`src/rtl/proc_core_param_if.sv`:
```
// Bus between proc_core_param and its board: instruction ROM port plus the
// OUT/halt reporting signals. Widths follow the core's DATA_W/ADDR_W.
interface proc_core_param_if #(
    parameter int DATA_W = 16,
    parameter int ADDR_W = 4
);
    logic [15:0]       instruction;
    logic [ADDR_W-1:0] address;
    logic [DATA_W-1:0] result;
    logic              out_valid;
    logic              halted;

    modport master (
        input  instruction,
        output address,
        output result,
        output out_valid,
        output halted
    );

    modport slave (
        output instruction,
        input  address,
        input  result,
        input  out_valid,
        input  halted
    );
endinterface

```
`src/rtl/proc_core_param.sv`:
```
// Multi-cycle WAIT/FETCH/EXEC/WB core with 8-entry register file and zero flag.
// Optional macro PROC_HALT_EN builds the HALT opcode and the sticky HALT state.
module proc_core_param #(
    parameter int DATA_W   = 16,
    parameter int ADDR_W   = 4,
    parameter int TICK_DIV = 50000000
) (
    input  logic               clk,
    input  logic               rst_n,
    proc_core_param_if.master  bus
);
    localparam logic [2:0] S_WAIT  = 3'd0;
    localparam logic [2:0] S_FETCH = 3'd1;
    localparam logic [2:0] S_EXEC  = 3'd2;
    localparam logic [2:0] S_WB    = 3'd3;
`ifdef PROC_HALT_EN
    localparam logic [2:0] S_HALT  = 3'd4;
    localparam logic [3:0] OP_HALT = 4'b0111;
`endif

    localparam logic [3:0] OP_ADDI = 4'b0001;
    localparam logic [3:0] OP_ADD  = 4'b0010;
    localparam logic [3:0] OP_SUB  = 4'b0011;
    localparam logic [3:0] OP_JMP  = 4'b1000;
    localparam logic [3:0] OP_BRZ  = 4'b1100;
    localparam logic [3:0] OP_OUT  = 4'b1111;

    logic [2:0]        state_q, state_d;
    logic [31:0]       div_q, div_d;
    logic [15:0]       ir_q, ir_d;
    logic [ADDR_W-1:0] pc_q, pc_d;
    logic [ADDR_W-1:0] npc_q, npc_d;
    logic [DATA_W-1:0] alu_q, alu_d;
    logic              zero_q, zero_d;
    logic [DATA_W-1:0] rf_q [8];
    logic [DATA_W-1:0] rf_d [8];
    logic [DATA_W-1:0] result_q, result_d;
    logic              out_valid_q, out_valid_d;

    logic [3:0]        op_s;
    logic [2:0]        ra_s, rb_s;
    logic [7:0]        imm_s;
    logic [ADDR_W-1:0] tgt_s, pc_inc_s, npc_s;
    logic [DATA_W-1:0] ra_val_s, rb_val_s, alu_s;
    logic              wr_s;

    assign op_s     = ir_q[15:12];
    assign ra_s     = ir_q[11:9];
    assign rb_s     = ir_q[8:6];
    assign imm_s    = ir_q[7:0];
    assign tgt_s    = ir_q[ADDR_W-1:0];
    assign ra_val_s = rf_q[ra_s];
    assign rb_val_s = rf_q[rb_s];
    assign pc_inc_s = pc_q + ADDR_W'(1);
    assign wr_s     = (op_s == OP_ADDI) || (op_s == OP_ADD) || (op_s == OP_SUB);

    // Decode and ALU: result and next pc, registered in EXEC
    always_comb begin
        alu_s = {DATA_W{1'b0}};
        npc_s = pc_inc_s;
        case (op_s)
            OP_ADDI: alu_s = ra_val_s + DATA_W'(imm_s);
            OP_ADD:  alu_s = ra_val_s + rb_val_s;
            OP_SUB:  alu_s = ra_val_s - rb_val_s;
            OP_OUT:  alu_s = ra_val_s;
            OP_JMP:  npc_s = tgt_s;
            OP_BRZ:  npc_s = zero_q ? tgt_s : pc_inc_s;
`ifdef PROC_HALT_EN
            OP_HALT: npc_s = pc_q;
`endif
            default: alu_s = {DATA_W{1'b0}};
        endcase
    end

    // Next-state logic for the FSM, divider and all architectural state
    always_comb begin
        state_d     = state_q;
        div_d       = div_q;
        ir_d        = ir_q;
        pc_d        = pc_q;
        npc_d       = npc_q;
        alu_d       = alu_q;
        zero_d      = zero_q;
        rf_d        = rf_q;
        result_d    = result_q;
        out_valid_d = 1'b0;
        case (state_q)
            S_WAIT: begin
                if (div_q == 32'(TICK_DIV - 1)) begin
                    div_d   = 32'd0;
                    state_d = S_FETCH;
                end else begin
                    div_d   = div_q + 32'd1;
                end
            end
            S_FETCH: begin
                ir_d    = bus.instruction;
                state_d = S_EXEC;
            end
            S_EXEC: begin
                alu_d   = alu_s;
                npc_d   = npc_s;
                state_d = S_WB;
            end
            S_WB: begin
                pc_d    = npc_q;
                state_d = S_WAIT;
                if (wr_s) begin
                    rf_d[ra_s] = alu_q;
                    zero_d     = (alu_q == {DATA_W{1'b0}});
                end else begin
                    zero_d     = zero_q;
                end
                if (op_s == OP_OUT) begin
                    result_d    = alu_q;
                    out_valid_d = 1'b1;
                end else begin
                    out_valid_d = 1'b0;
                end
`ifdef PROC_HALT_EN
                if (op_s == OP_HALT) begin
                    state_d = S_HALT;
                end else begin
                    state_d = S_WAIT;
                end
`endif
            end
`ifdef PROC_HALT_EN
            S_HALT:  state_d = S_HALT;
`endif
            default: state_d = S_WAIT;
        endcase
    end

    // State registers; reset discards any in-flight instruction
    always_ff @(posedge clk or negedge rst_n) begin
        if (!rst_n) begin
            state_q     <= S_WAIT;
            div_q       <= 32'd0;
            ir_q        <= 16'd0;
            pc_q        <= {ADDR_W{1'b0}};
            npc_q       <= {ADDR_W{1'b0}};
            alu_q       <= {DATA_W{1'b0}};
            zero_q      <= 1'b0;
            rf_q        <= '{default: {DATA_W{1'b0}}};
            result_q    <= {DATA_W{1'b0}};
            out_valid_q <= 1'b0;
        end else begin
            state_q     <= state_d;
            div_q       <= div_d;
            ir_q        <= ir_d;
            pc_q        <= pc_d;
            npc_q       <= npc_d;
            alu_q       <= alu_d;
            zero_q      <= zero_d;
            rf_q        <= rf_d;
            result_q    <= result_d;
            out_valid_q <= out_valid_d;
        end
    end

`ifdef PROC_HALT_EN
    logic halted_q, halted_d;

    assign halted_d = halted_q || ((state_q == S_WB) && (op_s == OP_HALT));

    // Sticky halt indicator, cleared only by reset
    always_ff @(posedge clk or negedge rst_n) begin
        if (!rst_n) begin
            halted_q <= 1'b0;
        end else begin
            halted_q <= halted_d;
        end
    end

    assign bus.halted = halted_q;
`else
    assign bus.halted = 1'b0;
`endif

    assign bus.address   = pc_q;
    assign bus.result    = result_q;
    assign bus.out_valid = out_valid_q;
endmodule

```
`src/flat_wrapper.sv`:
```
// flat-port wrapper written by rule: the top's interface ports become plain ports
module proc_core_param_flat 
#(
    parameter int DATA_W   = 16,
    parameter int ADDR_W   = 4,
    parameter int TICK_DIV = 50000000
)
  (clk, rst_n, bus_instruction, bus_address, bus_result, bus_out_valid, bus_halted);
  proc_core_param_if #(.DATA_W(DATA_W), .ADDR_W(ADDR_W)) bus_i ();
  input  logic clk;
  input  logic rst_n;
  input wire logic [$bits(bus_i.instruction)-1:0] bus_instruction;
  output wire logic [$bits(bus_i.address)-1:0] bus_address;
  output wire logic [$bits(bus_i.result)-1:0] bus_result;
  output wire logic [$bits(bus_i.out_valid)-1:0] bus_out_valid;
  output wire logic [$bits(bus_i.halted)-1:0] bus_halted;
  assign bus_i.instruction = bus_instruction;
  assign bus_address = bus_i.address;
  assign bus_result = bus_i.result;
  assign bus_out_valid = bus_i.out_valid;
  assign bus_halted = bus_i.halted;
  proc_core_param #(.DATA_W(DATA_W), .ADDR_W(ADDR_W), .TICK_DIV(TICK_DIV)) u_core (.clk(clk), .rst_n(rst_n), .bus(bus_i));
endmodule
```
`config.mk`:
```
export PLATFORM = sky130hd
export DESIGN_NAME = proc_core_param_flat
export DESIGN_NICKNAME = d
export VERILOG_FILES = /design/src/rtl/proc_core_param_if.sv /design/src/rtl/proc_core_param.sv /design/src/flat_wrapper.sv
export SDC_FILE = /design/constraint.sdc
export NUM_CORES = 1
export LEC_CHECK = 0
export BUFFER_PORTS_ARGS = -buffer_cell sky130_fd_sc_hd__buf_2
export CAP_MARGIN = 20
export CORE_ASPECT_RATIO = 0.7
export CORE_MARGIN = 3
export CORE_UTILIZATION = 30
export CTS_BUF_LIST = sky130_fd_sc_hd__clkbuf_8
export DETAILED_ROUTE_END_ITERATION = 12
export GPL_TIMING_DRIVEN = 1
export PLACE_DENSITY_LB_ADDON = 0.3
export REMOVE_ABC_BUFFERS = 1
export SKIP_CTS_REPAIR_TIMING = 1
export SYNTH_ARGS = -nofsm -noshare
export SYNTH_HDL_FRONTEND = slang
export SYNTH_SLANG_ARGS = --single-unit
```
`constraint.sdc`:
```
create_clock -name clk -period 7 [get_ports clk]
set_input_delay 0.35 -clock clk [delete_from_list [all_inputs] [get_ports clk]]
set_output_delay 0.35 -clock clk [all_outputs]
set_load 0.01 [all_outputs]
```
==> results of run 1 <==
-- routing by layer --
layer  GRT usage  wire, µm  share of wire  vias to the layer above
met2       0.212     13300           0.39                      342
li1            -         -              -                     3862
met3      0.0524      3060          0.089                       57
met4      0.0455       690          0.020                        0
met1       0.250     17200           0.50                     4457
met5           0         0              0                        -
-- power breakdown --
group	internal, mW	total (mW)	switching, mW
registers	1.27	1.27	0
logic	0.00657	0.0338	0.0273
clock network	0.683	1.23	0.546
total	1.96	2.53	0.574
-- state kept, by name, indices dropped and copies added (netlist names), 2 cells and up --
register and cells:
u_core.bus.result 16, u_core.state_q 2, u_core.bus.address 4, u_core.npc_q 4
u_core.rf_q 128, u_core.ir_q 16, u_core.alu_q 16, u_core.div_q 32
-- logic make-up (layout without fill, tap and decap cells) --
logic type	after synthesis	after routing
and+or+nand+nor	237	237
DFF	220	220
muxes	202	202
AOI/OAI and AO/OA	183	183
buffers and inverters	90	151
xor gates and xnor gates	54	54
adders and majority gates	25	25
other	1	2
-- cell usage in the layout (no fill, tap or decap), types with 6 or more instances in the layout --
cell type	netlist	routed
buf_4	2	18
and4_1	6	6
nand2_1	57	57
nor4_1	8	8
buf_2	6	37
nand4_1	24	24
mux2_2	155	155
nor3_1	11	11
mux2i_1	8	8
buf_16	0	6
dfrtp_1	220	219
clkbuf_8	0	44
inv_1	21	34
xnor2_1	37	37
ha_1	24	24
nand3_1	30	30
nor2_1	45	45
a21oi_1	31	31
a22oi_1	74	74
mux4_2	16	16
o31ai_1	7	7
a31oi_1	8	8
xor2_1	17	17
mux4_1	16	16
and3_1	14	14
a21o_1	8	8
o21ai_0	30	30
-- critical path, stage by stage, from the launching register on --
cell,delay [ns]
dfrtp_2,0.63
mux4_1,0.60
mux2i_1,0.36
ha_1,0.21
nor2_1,0.04
a211oi_1,0.22
a21oi_1,0.11
fa_1,0.48
a21o_1,0.19
a21o_1,0.21
a2111oi_0,0.62
nor3_1,0.19
o31ai_1,0.44
o21ai_0,0.19
nand4b_1,0.12
o211ai_1,0.08
-- per-stage QoR --
stage	utilization	cell area, µm²
6_report	0.350	13600
5_1_grt	0.350	13600
4_1_cts	0.348	13500
3_5_place_dp	0.328	12700
3_3_place_gp	0.324	12600
2_1_floorplan	-	11600
-- final timing paths --
check                                                  start                                end  slack [ns]  depth (start not counted)
setup / recovery                  u_core.ir_q[7]$_DFFE_PN0P_       u_core.alu_q[14]$_DFFE_PN0P_        2.18                         15
hold / removal                            bus_instruction[1]         u_core.ir_q[1]$_DFFE_PN0P_        0.01                          3
setup reg to reg                  u_core.ir_q[7]$_DFFE_PN0P_       u_core.alu_q[14]$_DFFE_PN0P_        2.18                         15
hold reg to reg            u_core.bus.result[13]$_DFFE_PN0P_  u_core.bus.result[13]$_DFFE_PN0P_        0.47                          2
max in group asynchronous                              rst_n         u_core.ir_q[7]$_DFFE_PN0P_        5.37                          3
min in group asynchronous                              rst_n  u_core.bus.address[3]$_DFFE_PN0P_        0.39                          2
-- final cells by class --
type	instances	area share
diodes	1	0.000184
clock buffers	44	0.0446
clock inverters	21	0.0125
inverters	21	0.00581
multi-input cells	702	0.443
flip-flops and latches	220	0.406
well taps	527	0.0486
repair buffers	65	0.0398
==> impl_metrics.csv, run 1 <==
group,metric,value,unit
outcome,status,"complete, no violations",
yosys,synthSimpleGateAreaFrac,0.107,
timing,fin_crit_sh,0.689,
yosys,synth_mux_area_frac,0.229,
clocking,insertion_delay,0.55,ns
die,num_rows,60,
yosys,synth_top_area_frac,0.462,
detailed_routing,vias,8718,
power,ir_worst_vdd,0.0000985,V
yosys,synth_compound_area_frac,0.102,
grt,grt_pass1_vias,8508,
yosys,synth-seq-area-share,0.462,
clocking,clk_pin_slew_worst_paths,0.07,ns
critical_path,cp.arrival,5.26,ns
critical_path,cp.required,7.43,ns
placed_design,dp.cells,1531,
clocking,htree_levels,2,
power,p_leak,6.47,nW
layout,area_growth,13.8,%
placed_design,io_buffers,38,
timing,finalHoldViolCount,0,
timing,max_freq,207,MHz
placed_design,gp_congestion,0.882,
clocking,cts_root_buf,"clkbuf_8",
layout,nets,1089,
layout,multi_input_area,6010,µm²
timing,worst_pin_slew,1.18,ns
timing,hold_ws,0.0147,ns
grt,antenna_found_initial,0,
timing,period_needed,4.82,ns
yosys,synth-edff-count,0,
yosys,synth.distinct_cells,65,
timing,setup_viol,0,
critical_path,path_class,"flip-flop to flip-flop",
timing,max_slew_margin,0.207,
die,dieHeight,173,µm
critical_path,cp-end-kind,"flip-flop",
yosys,syn-cell-area,11900,µm²
yosys,synth_cells,1012,
detailed_routing,drc,0,
yosys,synthAdderAreaFrac,0.0269,
layout,regArea,5510,µm²
hold_path,min_path_type,"primary input to flip-flop",
yosys,yosys-top-cells-area,"dfrtp_1 46%, mux2_2 15%, a22oi_1 4.7%",
timing,fin_setup_tns,0,ns
yosys,synth_top_area_cell,"dfrtp_1",
power,power,2.53,mW
yosys,synth.most_common_cell,"dfrtp_1",
yosys,synth_seq_cells,220,
detailed_routing,dr.first_iter.drc_count,725,
yosys,synth_top_family_by_area,"multiplexers",
die,core-area,38800,µm²
power,p_per_area,187,nW/µm²
detailed_routing,wl_per_cell,21.4,µm
detailed_routing,first_pass_iters,5,
grt,grt_max_degree,93,
timing,slew_viol_final,0,
timing,setup_slack,2.18,ns
placed_design,preCtsSetupSlack,2.23,ns
die,die_w,244,µm
layout,fin_cells,1601,
yosys,synth_xor_area_frac,0.0397,
clocking,cts_buffers,36,
yosys,synth_common_cells,"220 x dfrtp_1, 155 x mux2_2, 74 x a22oi_1",
detailed_routing,wl,34200,µm
job,drv_cap,0,
die,io_pins,40,
clocking,clock_sinks,220,
die,start_util,0.307,
clocking,clock_path_buffers,3,
detailed_routing,postRouteAntennaNets,0,
yosys,yosys_most_used_dff,"dfrtp_1",
grt,grt_pass1_wl,52700,µm
die,design.die.area,42200,µm²
yosys,synth_area_per_cell,11.8,µm²
timing,rsz0062_at_grt,"false",
layout,n_fill_cell,3825,
layout,drive_gt1_frac,0.289,
yosys,synthArstFlopShare,1.00,
critical_path,start_kind,"flip-flop",
grt,overflow,0,
yosys,yosys_warnings,0,
clocking,cts_tree,"yes",
grt,grt_util_all_layers,0.162,
detailed_routing,drt-vias-per-instance,5.45,
critical_path,critPathMaxFanout,15,
timing,skew,0.0147,ns
placed_design,post-dp-hpwl,22900,µm
No activity file was read; power rests on OpenSTA's default activity.
==> run 2: changes to the inputs <==
==> constraint.sdc (replaced) <==
create_clock -name clk -period 4 [get_ports clk]
set_input_delay 0.2 -clock clk [delete_from_list [all_inputs] [get_ports clk]]
set_output_delay 0.2 -clock clk [all_outputs]
set_load 0.01 [all_outputs]
==> run 2 against run 1 <==
Against the previous run:
- sequential share of layout area shrank 2.4 points
- critical path depth is 2 higher
- flip-flop and latch count did not move
- hold slack better by 0.29 ns
- critical path type unchanged
- count of clock-buffer cells in the layout down 5
- routed wire length grew 6.4%
- core utilization rose by 2.2 points
- total power rose by 61%
- critical endpoint is now u_core.alu_q[11]$_DFFE_PN0P_
- via count grew 3.8%
- sequential power rose by 76%
==> impl_metrics.csv, run 2 (synthesis gave the netlist of run 1 again) <==
group,metric,value,unit
clocking,htree_levels,2,
detailed_routing,first_pass_iters,7,
power,power,4.09,mW
placed_design,io_buffers,38,
clocking,cts_buffers,36,
critical_path,worstPathBufferInverterCount,4,
grt,grt_pass1_wl,54400,µm
die,start_util,0.307,
layout,regMostFlops,"u_core.rf_q",
clocking,clock_path_buffers,3,
layout,utilization,0.372,
power,p_leak,6.82,nW
die,core-area,38800,µm²
clocking,clock_sinks,220,
power,clock_power_share,0.438,
placed_design,place_area,13200,µm²
detailed_routing,wl_per_cell,21.5,µm
layout,largest_reg_flops,128,
critical_path,critPathMaxFanout,8,
placed_design,dp.cells,1604,
layout,final_cell_mix,"218 x dfrtp_1, 154 x mux2_2, 99 x buf_4",
timing,max_freq,254,MHz
critical_path,reg2reg_depth,17,
timing,skew,0.0340,ns
critical_path,path_delay_family,"multiplexers",
power,seq_power_share,0.545,
layout,reg.largest.list,"u_core.rf_q x128, u_core.div_q x32",
critical_path,cp-end-kind,"flip-flop",
layout,final_common_cell,"dfrtp_1",
critical_path,critical_path_depth,17,
placed_design,post-dp-hpwl,24300,µm
timing,fin_crit_sh,0.984,
die,dieHeight,173,µm
timing,slew_viol_final,0,
grt,grt_max_degree,119,
hold_path,min_path_type,"primary input to asynchronous set/reset pin",
critical_path,path_class,"flip-flop to flip-flop",
grt,grt_util_all_layers,0.166,
die,io_pins,40,
timing,finalHoldViolCount,0,
power,intPower,3.13,mW
layout,diodes,0,
timing,period_needed,3.93,ns
critical_path,start_kind,"flip-flop",
die,num_rows,60,
detailed_routing,vias,9052,
power,pwr-share-comb,0.018,
power,ir_worst_vdd,0.000152,V
detailed_routing,wl,36400,µm
placed_design,gp_congestion,0.886,
detailed_routing,drt-vias-per-instance,5.36,
clocking,cts_root_buf,"clkbuf_8",
detailed_routing,drc,0,
detailed_routing,postRouteAntennaNets,0,
critical_path,cp.required,4.43,ns
timing,max_slew_margin,0.254,
clocking,cts_tree,"yes",
die,die_w,244,µm
layout,drive_gt1_frac,0.373,
layout,fin_area,14400,µm²
timing,hold_ws,0.306,ns
layout,area_growth,20.9,%
outcome,status,"complete, no violations",
die,design.die.area,42200,µm²
timing,rsz0062_at_grt,"true",
critical_path,crit_path_top_delay_cell,"mux4_2",
critical_path,cp.arrival,4.37,ns
detailed_routing,dr.first_iter.drc_count,726,
critical_path,worstPathCellList,"buf_12 > buf_12 > mux4_2 > mux2i_4 > nand2_2 > nor4_4 > buf_4 > a21oi_1 > xnor2_1 > o21ai_1 > ha_1 > or2_2 > o31ai_2 > inv_1 > a21o_1 > a32oi_2 > a21oi_1",
grt,antenna_found_initial,0,
timing,worst_pin_slew,1.12,ns
layout,fin_cells,1690,
grt,grt_pass1_vias,8714,
critical_path,max_stage_delay,0.52,ns
power,power_switching,0.954,mW
power,p_per_area,283,nW/µm²
grt,overflow,0,
timing,setup_viol,0,
clocking,clk_pin_slew_worst_paths,0.06,ns
layout,nets,1188,
clocking,insertion_delay,0.57,ns
power,switching_share,0.234,
job,drv_cap,0,
-- run 2: cell count changes in the layout (fill, tap and decap cells not counted), sizes merged, moves of 2 or more --
cell and delta:
buf +82, bufinv -3, clkinv -2, dlygate4sd3 +16, clkbuf -4
-- run 2: through the flow --
step	TNS [ns]	setup slack [ns]
finish	0	0.0659
global placement	-0.957	-0.278
global route	-0.517	-0.0994
CTS	-1.49	-0.369
detailed placement	-1.44	-0.351
floorplan	-5.90	-0.889
-- run 2: routing by layer --
| metal | part of all wire | wire length (µm) | global-route usage | vias to the layer above |
|---|---|---|---|---|
| met1 | 0.51 | 18500 | 0.270 | 4586 |
| met2 | 0.40 | 14400 | 0.217 | 379 |
| met4 | 0.014 | 520 | 0.0361 | 0 |
| met3 | 0.081 | 2950 | 0.0374 | 48 |
| met5 | 0 | 0 | 0 | - |
| li1 | - | - | - | 4039 |
-- run 2: area by class of cell --
type,instances,area (µm²)
Timing Repair Buffer,164,1300
Tap cell,527,659
Clock buffer,39,537
Multi-Input combinational cell,702,6270
Inverter,21,78.8
Sequential cell,220,5510
Clock inverter,17,72.6
Fill cell,3812,24400
-- run 2: power groups by stage --
stage | Sequential [mW] | Combinational (mW) | Clock (mW)
after floorplan | 2.27 | 0.000506 | 0
after global placement | 2.27 | 0.0626 | 0
after detailed placement | 2.27 | 0.0632 | 0
after CTS | 2.23 | 0.0630 | 1.86
after global routing | 2.22 | 0.0834 | 1.95
final | 2.23 | 0.0717 | 1.79
-- run 2: final timing paths --
check,slack (ns),end,from
hold / removal,0.31,u_core.bus.address[3]$_DFFE_PN0P_,rst_n
setup / recovery,0.07,u_core.alu_q[11]$_DFFE_PN0P_,u_core.ir_q[7]$_DFFE_PN0P_
hold reg to reg,0.48,u_core.bus.result[13]$_DFFE_PN0P_,u_core.bus.result[13]$_DFFE_PN0P_
min in group clk,0.41,u_core.ir_q[10]$_DFFE_PN0P_,bus_instruction[10]
max in group asynchronous,2.82,u_core.rf_q[119]$_DFFE_PN0P_,rst_n
setup reg to reg,0.07,u_core.alu_q[11]$_DFFE_PN0P_,u_core.ir_q[7]$_DFFE_PN0P_
==> run 3: changes to the inputs <==
--- a/config.mk
+++ b/config.mk
@@ -13,7 +13,7 @@
 export CTS_BUF_LIST = sky130_fd_sc_hd__clkbuf_8
 export DETAILED_ROUTE_END_ITERATION = 12
 export GPL_TIMING_DRIVEN = 1
-export PLACE_DENSITY_LB_ADDON = 0.3
+export PLACE_DENSITY = 0.52
 export REMOVE_ABC_BUFFERS = 1
 export SKIP_CTS_REPAIR_TIMING = 1
 export SYNTH_ARGS = -nofsm -noshare
==> run 3 against run 2 <==
Against the previous run:
- largest cell class unchanged
- critical path depth is 1 higher
- first-iteration DRC count is 27% higher
- flip-flop and latch count stayed put
- total power is 7.5% higher
- setup slack better by 0.011 ns
- final cell count is 1.0% higher
- die area stayed put
==> impl_metrics.csv, run 3 (synthesis gave the netlist of run 1 again) <==
group,metric,value,unit
placed_design,place_area,13200,µm²
power,clock_power_share,0.477,
layout,fin_cells,1707,
critical_path,cp.arrival,4.34,ns
layout,drive_gt1_frac,0.376,
detailed_routing,postRouteAntennaNets,0,
critical_path,reg2reg_from,"u_core.ir_q[7]$_DFFE_PN0P_",
grt,grt_util_all_layers,0.169,
layout,area_growth,23.1,%
die,core-area,38800,µm²
clocking,cts_tree,"yes",
timing,max_freq,255,MHz
layout,largest_reg_flops,128,
clocking,clock_sinks,220,
critical_path,reg2reg_depth,18,
power,ir_worst_vdd,0.000153,V
power,p_per_area,299,nW/µm²
placed_design,io_buffers,38,
critical_path,critPathMaxFanout,6,
layout,regMostFlops,"u_core.rf_q",
clocking,insertion_delay,0.56,ns
grt,overflow,0,
detailed_routing,first_pass_iters,5,
clocking,clk_pin_slew_worst_paths,0.07,ns
power,seq_power_share,0.507,
layout,reg.largest.list,"u_core.rf_q x128, u_core.div_q x32",
detailed_routing,vias,9130,
timing,rsz0062_at_grt,"true",
die,io_pins,40,
timing,max_slew_margin,0.373,
detailed_routing,wl_per_cell,21.6,µm
grt,antenna_found_initial,0,
power,intPower,3.37,mW
power,power,4.39,mW
power,p_leak,6.97,nW
outcome,status,"complete, no violations",
critical_path,cp-end-kind,"flip-flop",
die,design.die.area,42200,µm²
timing,slew_viol_final,0,
die,num_rows,60,
critical_path,r2r_slack,0.08,ns
hold_path,min_path_type,"primary input to asynchronous set/reset pin",
timing,skew,0.0298,ns
die,die_w,244,µm
die,start_util,0.307,
detailed_routing,wl,36900,µm
timing,hold_ws,0.276,ns
power,pwr-share-comb,0.016,
layout,diodes,0,
layout,utilization,0.378,
power,switching_share,0.232,
placed_design,gp_congestion,0.858,
grt,grt_pass1_vias,8788,
timing,period_needed,3.92,ns
critical_path,path_class,"flip-flop to flip-flop",
detailed_routing,drc,0,
job,drv_cap,0,
clocking,cts_root_buf,"clkbuf_8",
layout,nets,1200,
timing,finalHoldViolCount,0,
timing,worst_pin_slew,0.941,ns
detailed_routing,drt-vias-per-instance,5.35,
grt,grt_pass1_wl,55100,µm
timing,setup_viol,0,
grt,grt_max_degree,103,
detailed_routing,dr.first_iter.drc_count,924,
die,dieHeight,173,µm
clocking,cts_buffers,38,
layout,final_common_cell,"dfrtp_1",
critical_path,cp.required,4.42,ns
clocking,clock_path_buffers,3,
placed_design,post-dp-hpwl,24700,µm
critical_path,start_kind,"flip-flop",
clocking,htree_levels,2,
timing,fin_crit_sh,0.981,
power,power_switching,1.02,mW
layout,final_cell_mix,"218 x dfrtp_1, 155 x mux2_2, 101 x buf_4",
critical_path,rr_endpoint,"u_core.alu_q[12]$_DFFE_PN0P_",
placed_design,dp.cells,1598,
layout,fin_area,14700,µm²
run 3: worst max-delay path, cell delays in order (launching register included):
cell,delay [ns]
dfrtp_2,0.41
buf_6,0.11
buf_12,0.12
buf_6,0.10
mux4_2,0.51
mux2i_4,0.26
and4_1,0.28
nor3b_4,0.25
and2_4,0.19
a21oi_2,0.05
xnor2_1,0.16
o21ai_1,0.11
ha_2,0.20
or3_4,0.34
o31ai_4,0.26
buf_4,0.16
xnor2_1,0.06
a22oi_1,0.14
a21oi_1,0.08
run 3: routing by layer:
metal  routed length [µm]  vias up  track usage
li1                     -     4084            -
met4                  574        0       0.0423
met5                    0        -            0
met2                15200      320        0.231
met1                18400     4675        0.266
met3                 2670       51       0.0363
run 3: power by group through the flow:
stage / clock, mW / sequential [mW] / combinational [mW]
after floorplan: 0 / 2.27 / 0.000506
after global placement: 0 / 2.27 / 0.0610
after detailed placement: 0 / 2.27 / 0.0619
after CTS: 2.16 / 2.23 / 0.0622
after global routing: 2.26 / 2.22 / 0.0826
final: 2.10 / 2.23 / 0.0706
run 3: worst max path at each step:
stage	startpoint	end	slack (ns)	depth (start not counted)
3_5_place_dp	u_core.ir_q[7]$_DFFE_PN0P_	u_core.alu_q[12]$_DFFE_PN0P_	-0.22	17
6_report	u_core.ir_q[7]$_DFFE_PN0P_	u_core.alu_q[12]$_DFFE_PN0P_	0.08	18
3_3_place_gp	u_core.ir_q[7]$_DFFE_PN0P_	u_core.alu_q[12]$_DFFE_PN0P_	-0.23	17
4_1_cts	u_core.ir_q[7]$_DFFE_PN0P_	u_core.alu_q[12]$_DFFE_PN0P_	-0.24	17
5_1_grt	u_core.ir_q[7]$_DFFE_PN0P_	u_core.alu_q[12]$_DFFE_PN0P_	-0.07	18
2_1_floorplan	u_core.ir_q[7]$_DFFE_PN0P_	u_core.alu_q[14]$_DFFE_PN0P_	-0.89	15
run 3: layout make-up:
type,instances,area (µm²)
clock buffers,44,606
inverters,21,78.8
repair buffers,174,1470
clock inverters,19,134
fillers,3805,24100
well taps,527,659
multi-input cells,702,6230
flip-flops and latches,220,5510
run 3: through the flow:
stage / setup slack (ns) / TNS, ns
2_1_floorplan: -0.889 / -5.90
3_3_place_gp: -0.229 / -0.576
3_5_place_dp: -0.223 / -0.641
4_1_cts: -0.236 / -0.731
5_1_grt: -0.0717 / -0.299
6_report: 0.0772 / 0
